--- src/rtl/cook_sequencer.sv ---
// cook_sequencer
//   Microwave front-panel controller. Turns keypad digits into load pulses for
//   the minutes/seconds counter, gates the counter and the magnetron, enforces
//   the start/stop/clear/door interlock, applies the power-level duty cycle and
//   rings the completion beep.
//
//   Ports
//     clock, reset        system clock; asynchronous active-high reset
//     key_valid/key_code  keypad digit pulse (codes 10-15 ignored)
//     power_key           next digit selects the power level instead of time
//     start/stop/clear    synchronised one-cycle button pulses
//     door_closed         door latch level
//     tick_1hz            one-cycle pulse per second
//     timer_zero          counter reads 0:00
//     digit_data/load     digit shifted into the counter
//     counter_clear       clear the counter to 0:00
//     count_enable        counter may decrement
//     mag_on              magnetron drive (drops combinationally with the door)
//     beep                completion tone
//     state_o             FSM state: IDLE=0 ENTRY=1 COOK=2 PAUSED=3 DONE=4
//
//   Handshake: every pulse input is sampled for exactly one posedge; every
//   output except mag_on is registered and follows its cause by one cycle.
module cook_sequencer #(
  parameter int MAX_DIGITS  = 4,
  parameter int DUTY_WINDOW = 10,
  parameter int BEEP_TICKS  = 3
) (
  input  logic       clock,
  input  logic       reset,
  input  logic       key_valid,
  input  logic [3:0] key_code,
  input  logic       power_key,
  input  logic       start_pulse,
  input  logic       stop_pulse,
  input  logic       clear_pulse,
  input  logic       door_closed,
  input  logic       tick_1hz,
  input  logic       timer_zero,
  output logic [3:0] digit_data,
  output logic       digit_load,
  output logic       counter_clear,
  output logic       count_enable,
  output logic       mag_on,
  output logic       beep,
  output logic [2:0] state_o
);

  localparam int BW = (BEEP_TICKS > 1) ? $clog2(BEEP_TICKS) : 1;
  localparam logic [2:0]    MAX_CNT    = 3'(MAX_DIGITS);
  localparam logic [3:0]    PHASE_LAST = 4'(DUTY_WINDOW - 1);
  localparam logic [BW-1:0] BEEP_LAST  = BW'(BEEP_TICKS - 1);
  localparam logic [3:0]    FULL_POWER = 4'd10;

  typedef enum logic [2:0] {
    S_IDLE   = 3'd0,
    S_ENTRY  = 3'd1,
    S_COOK   = 3'd2,
    S_PAUSED = 3'd3,
    S_DONE   = 3'd4
  } state_t;

  state_t        state_q, state_d;
  logic [3:0]    power_q, power_d;
  logic [3:0]    phase_q, phase_d;
  logic [2:0]    digit_cnt_q, digit_cnt_d;
  logic          armed_q, armed_d;
  logic [BW-1:0] beep_cnt_q, beep_cnt_d;

  logic [3:0]    digit_data_q, digit_data_d;
  logic          digit_load_q, digit_load_d;
  logic          counter_clear_q, counter_clear_d;
  logic          count_enable_q, count_enable_d;
  logic          mag_q, mag_d;
  logic          beep_q, beep_d;

  logic          digit_ok;
  logic [3:0]    digit_power;

  assign digit_ok    = key_valid && (key_code < 4'd10);
  // Power digit 0 means full power (10).
  assign digit_power = (key_code == 4'd0) ? FULL_POWER : key_code;

  always_comb begin
    state_d         = state_q;
    power_d         = power_q;
    phase_d         = phase_q;
    digit_cnt_d     = digit_cnt_q;
    armed_d         = armed_q;
    beep_cnt_d      = beep_cnt_q;
    digit_data_d    = digit_data_q;
    digit_load_d    = 1'b0;
    counter_clear_d = 1'b0;

    case (state_q)
      S_IDLE: begin
        if (clear_pulse) begin
          counter_clear_d = 1'b1;
          power_d         = FULL_POWER;
          armed_d         = 1'b0;
        end else begin
          if (digit_ok) begin
            if (armed_q) begin
              power_d = digit_power;
              armed_d = 1'b0;
            end else begin
              digit_load_d = 1'b1;
              digit_data_d = key_code;
              digit_cnt_d  = 3'd1;
              state_d      = S_ENTRY;
            end
          end
          // Arms for the following digit, not one arriving in the same cycle.
          if (power_key) armed_d = 1'b1;
        end
      end

      S_ENTRY: begin
        if (clear_pulse || stop_pulse) begin
          counter_clear_d = 1'b1;
          digit_cnt_d     = 3'd0;
          power_d         = FULL_POWER;
          armed_d         = 1'b0;
          state_d         = S_IDLE;
        end else if (start_pulse && door_closed && !timer_zero) begin
          phase_d = 4'd0;
          state_d = S_COOK;
        end else begin
          if (digit_ok) begin
            if (armed_q) begin
              power_d = digit_power;
              armed_d = 1'b0;
            end else if (digit_cnt_q < MAX_CNT) begin
              digit_load_d = 1'b1;
              digit_data_d = key_code;
              digit_cnt_d  = digit_cnt_q + 3'd1;
            end
          end
          if (power_key) armed_d = 1'b1;
        end
      end

      S_COOK: begin
        if (clear_pulse) begin
          counter_clear_d = 1'b1;
          digit_cnt_d     = 3'd0;
          power_d         = FULL_POWER;
          armed_d         = 1'b0;
          state_d         = S_IDLE;
        end else if (stop_pulse || !door_closed) begin
          // Phase is held so the duty cycle resumes where it left off.
          state_d = S_PAUSED;
        end else if (timer_zero) begin
          beep_cnt_d = '0;
          state_d    = S_DONE;
        end else if (tick_1hz) begin
          phase_d = (phase_q == PHASE_LAST) ? 4'd0 : phase_q + 4'd1;
        end
      end

      S_PAUSED: begin
        if (clear_pulse || stop_pulse) begin
          counter_clear_d = 1'b1;
          digit_cnt_d     = 3'd0;
          power_d         = FULL_POWER;
          armed_d         = 1'b0;
          state_d         = S_IDLE;
        end else if (start_pulse && door_closed) begin
          state_d = S_COOK;
        end
      end

      S_DONE: begin
        // Any button or digit only silences the beep; it is not acted on further.
        if (start_pulse || stop_pulse || clear_pulse || digit_ok) begin
          digit_cnt_d = 3'd0;
          state_d     = S_IDLE;
        end else if (tick_1hz) begin
          if (beep_cnt_q == BEEP_LAST) begin
            digit_cnt_d = 3'd0;
            state_d     = S_IDLE;
          end else begin
            beep_cnt_d = beep_cnt_q + 1'b1;
          end
        end
      end

      default: state_d = S_IDLE;
    endcase

    count_enable_d = (state_d == S_COOK);
    mag_d          = (state_d == S_COOK) && (phase_d < power_d);
    beep_d         = (state_d == S_DONE);
  end

  always_ff @(posedge clock or posedge reset) begin
    if (reset) begin
      state_q         <= S_IDLE;
      power_q         <= FULL_POWER;
      phase_q         <= 4'd0;
      digit_cnt_q     <= 3'd0;
      armed_q         <= 1'b0;
      beep_cnt_q      <= '0;
      digit_data_q    <= 4'd0;
      digit_load_q    <= 1'b0;
      counter_clear_q <= 1'b0;
      count_enable_q  <= 1'b0;
      mag_q           <= 1'b0;
      beep_q          <= 1'b0;
    end else begin
      state_q         <= state_d;
      power_q         <= power_d;
      phase_q         <= phase_d;
      digit_cnt_q     <= digit_cnt_d;
      armed_q         <= armed_d;
      beep_cnt_q      <= beep_cnt_d;
      digit_data_q    <= digit_data_d;
      digit_load_q    <= digit_load_d;
      counter_clear_q <= counter_clear_d;
      count_enable_q  <= count_enable_d;
      mag_q           <= mag_d;
      beep_q          <= beep_d;
    end
  end

  assign digit_data    = digit_data_q;
  assign digit_load    = digit_load_q;
  assign counter_clear = counter_clear_q;
  assign count_enable  = count_enable_q;
  // Door gating is combinational so the magnetron stops the instant the door opens.
  assign mag_on        = mag_q & door_closed;
  assign beep          = beep_q;
  assign state_o       = state_q;

endmodule

--- config.mk ---
export PLATFORM = sky130hd
export DESIGN_NAME = cook_sequencer
export DESIGN_NICKNAME = d
export VERILOG_FILES = /design/src/rtl/cook_sequencer.sv
export SDC_FILE = /design/constraint.sdc
export NUM_CORES = 1
export LEC_CHECK = 0
export CAP_MARGIN = 30
export CORE_ASPECT_RATIO = 0.8
export CORE_MARGIN = 8
export CORE_UTILIZATION = 45
export DETAILED_ROUTE_END_ITERATION = 8
export PLACE_DENSITY = 0.74
export SLEW_MARGIN = 0
export SYNTH_ARGS = -nofsm -noshare
export SYNTH_HDL_FRONTEND = slang
export SYNTH_SLANG_ARGS = --single-unit
--- constraint.sdc ---
create_clock -name clock -period 2.7 [get_ports clock]
set_clock_uncertainty 0.15 [all_clocks]
set_input_delay 0.405 -clock clock [delete_from_list [all_inputs] [get_ports clock]]
set_output_delay 0.405 -clock clock [all_outputs]
set_load 0.01 [all_outputs]
==> flow_summary_export.csv, run 1 <==
group,metric,value,unit
synthesis,synth.net_count,199,
die,core,3700,um2
synthesis,synth_cell_type_count,57,
drt,drt-initial-drc-count,202,
drt,dr.pass1.iters,4,
power,total_power,0.00102,W
critical_path,crit_fanout,4,
synthesis,seq_area_frac_synth,38.4,%
clocking,cts-root-buf,"clkbuf_8",
clocking,worstSkewPairLatency,280,ps
die,die_x,84.7,um
die,fp.dieArea,6010,um2
sta,drv_slew,0,
sta,hold_violations,0,
critical_path,critPathKind,"primary input to register",
grt,grt_pass1_wl,8090,um
synthesis,synthCells,178,
die,start_util,45.9,%
synthesis,synth_top_cell_by_area,"dfrtp_1",
sta,finalSetupViolations,0,
clocking,cts_made_buffers,3,
clocking,cts_sinks,26,
synthesis,ys_ff_latch,26,
power,powerDensity,431,nW/um2
clocking,ctsHoldBuffers,0,
sta,fin_crit,2540,ps
clocking,clk_pin_slew,100,ps
grt,antenna_found_initial,0,
power,seq_power_share,43.9,%
power,swShare,25.8,%
synthesis,synth_most_common_cell,"dfrtp_1",
clocking,cts_buffer_depth,2,
power,power_frac_comb,23.9,%
synthesis,synthTopCellsByCount,"dfrtp_1 (24), nand2_1 (14), o21ai_0 (12), inv_1 (9), nor2_1 (9)",
critical_path,crit_required,2750,ps
power,internal_power,0.000757,W
run,cap_violations,0,
synthesis,synth-edff-count,0,
synthesis,syn_area,1700,um2
grt,gr-usage-all-layers,16.8,%
status,status,"finished, final reports clean",
critical_path,cp-start-kind,"primary input",
sta,fin_crit_sh,94.0,%
grt,grt_pass1_vias,1640,
synthesis,ys.flop_type,"dfrtp_1",
synthesis,synth_top_area_share,35.3,%
drt,drc_errors,0,
sta,worst_slack,162,ps
cells_and_area,drive_above_1_share,28.9,%
place,dp_slack,-454,ps
critical_path,crit_arrival,2590,ps
sta,setup_tns,0,ps
sta,fmax,394,MHz
synthesis,syn_avg_cell_area,9.55,um2
drt,wl_per_cell,17.8,um
grt,grt_overflow,0,
cells_and_area,fin_nets,254,
cells_and_area,antennaDiodeCount,0,
power,switching_power,0.000264,W
place,gp_congestion,0.934,
cells_and_area,fin_util,64.0,%
synthesis,yosysWarnings,0,
power,ir_drop,0.295,mV
die,io-pin-count,26,
clocking,cts_tree,"done",
place,port_buffers,25,
clocking,cts.htree.levels,1,
sta,rsz0062_at_grt,"false",
drt,postRouteAntennaNets,0,
sta,tightest_slew,521,ps
die,core.rowCount,20,
sta,slew_headroom,64.8,%
place,dp_hpwl,3700,um
grt,grt_max_degree,27,
drt,wirelength,4910,um
power,clkPwrFrac,32.2,%
drt,vias,1636,
synthesis,synthArstFlopShare,100,%
synthesis,synthTopCellsByArea,"dfrtp_1 (35%), ha_1 (5.2%), o21ai_0 (3.5%)",
cells_and_area,syn2layout_area_growth,39.5,%
drt,drt-vias-per-instance,5.93,
die,die_h,71.0,um
critical_path,cp-end-kind,"register",
hold_path,hold_path.class,"primary input to async pin",
power,p_leak,1.10,nW
-- area by class of cell --
type	instances	area (um2)
Multi-Input combinational cell	135	1050
Sequential cell	26	653
Clock buffer	3	41.3
Timing Repair Buffer	58	503
Tap cell	44	55.1
Inverter	9	33.8
Fill cell	311	1330
Clock inverter	1	30.0
-- worst max-delay path, cell delays in order --
cell	delay (ps)
clkdlybuf4s50_1	420
o21a_2	250
or3_4	410
nor3_4	130
a22oi_2	110
ha_1	310
a21o_1	160
a21oi_1	140
nand3b_1	110
a41oi_2	150
-- power groups by stage --
stage / clock, W / sequential (W) / combinational [W]
3_3_place_gp: 0 / 0.000452 / 0.000226
4_1_cts: 0.000341 / 0.000448 / 0.000237
2_1_floorplan: 0 / 0.000459 / 0.000105
6_report: 0.000329 / 0.000448 / 0.000244
5_1_grt: 0.000352 / 0.000453 / 0.000263
3_5_place_dp: 0 / 0.000456 / 0.000234
-- flip-flops by register name, summed over array words and instances (netlist names) --
| name | cells |
|---|---|
| mag_q | 1 |
| phase_q | 4 |
| count_enable | 1 |
| digit_load | 1 |
| power_q | 4 |
| counter_clear | 1 |
| beep | 1 |
| state_o | 3 |
| armed_q | 1 |
| beep_cnt_q | 2 |
| digit_data | 4 |
| digit_cnt_q | 3 |
-- through the flow --
| step | hold slack [ps] | cells | instance area [um2] |
|---|---|---|---|
| after CTS | 339 | 275 | 2300 |
| final | 333 | 276 | 2370 |
| after floorplan | 294 | 178 | 1700 |
| after global placement | 337 | 271 | 2200 |
| after detailed placement | 346 | 271 | 2200 |
| after global routing | 377 | 276 | 2370 |
-- metal layers --
metal	routed length, um	track usage, %	vias to the layer above
met5	0	0	-
met4	105	5.91	0
met3	359	4.05	13
met2	2250	27.1	83
met1	2190	21.3	769
li1	-	-	771
-- layout by cell type (no fill, tap or decap), drive strengths merged, types with 4 or more instances in the layout --
cell type,Yosys,routed
a21oi,9,9
nor3,8,8
dfrtp,24,24
nand2b,4,4
nor2,9,9
nand2,14,14
nor3b,4,4
o21ai,14,14
mux2,5,5
nand3,4,4
or2,4,4
clkdlybuf4s50,0,20
o21a,4,4
inv,9,9
buf,6,33
ha,7,7
a31oi,5,5
-- cells by family after synthesis --
family / after synthesis / share of synthesized area [%]
and+or+nand+nor: 64 / 23.7
AOI/OAI and AO/OA: 57 / 23.6
DFF: 26 / 38.4
buffers and inverters: 17 / 4.57
muxes: 7 / 4.49
adders and majority gates: 7 / 5.15
-- repair_timing --
item / CTS / global route
cloned: 0 / 0
pin swaps: 0 / 2
hold endpoints to repair: 0 / 0
endpoints found under the setup margin: 1 / 1
buffers inserted: 0 / 1
gates resized for setup: 7 / 16
-- worst paths after layout --
kind / start / to / slack, ps / cells after the start
min in group clock: power_q[2] / power_q[2] / 350 / 2
max in group asynchronous: reset / power_q[3] / 1770 / 3
max: key_code[1] / mag_q / 160 / 10
min reg2reg: power_q[2] / power_q[2] / 350 / 2
max reg2reg: state_o[2] / mag_q / 170 / 9
min: reset / beep / 330 / 3
Note: power is estimated with default switching activity, not from simulation.
==> run 2: changes to the inputs <==
- CTS_CLUSTER_DIAMETER: unset -> 40
==> results of run 2 <==
The final DEF is identical to that of run 1; final timing and power are the same.
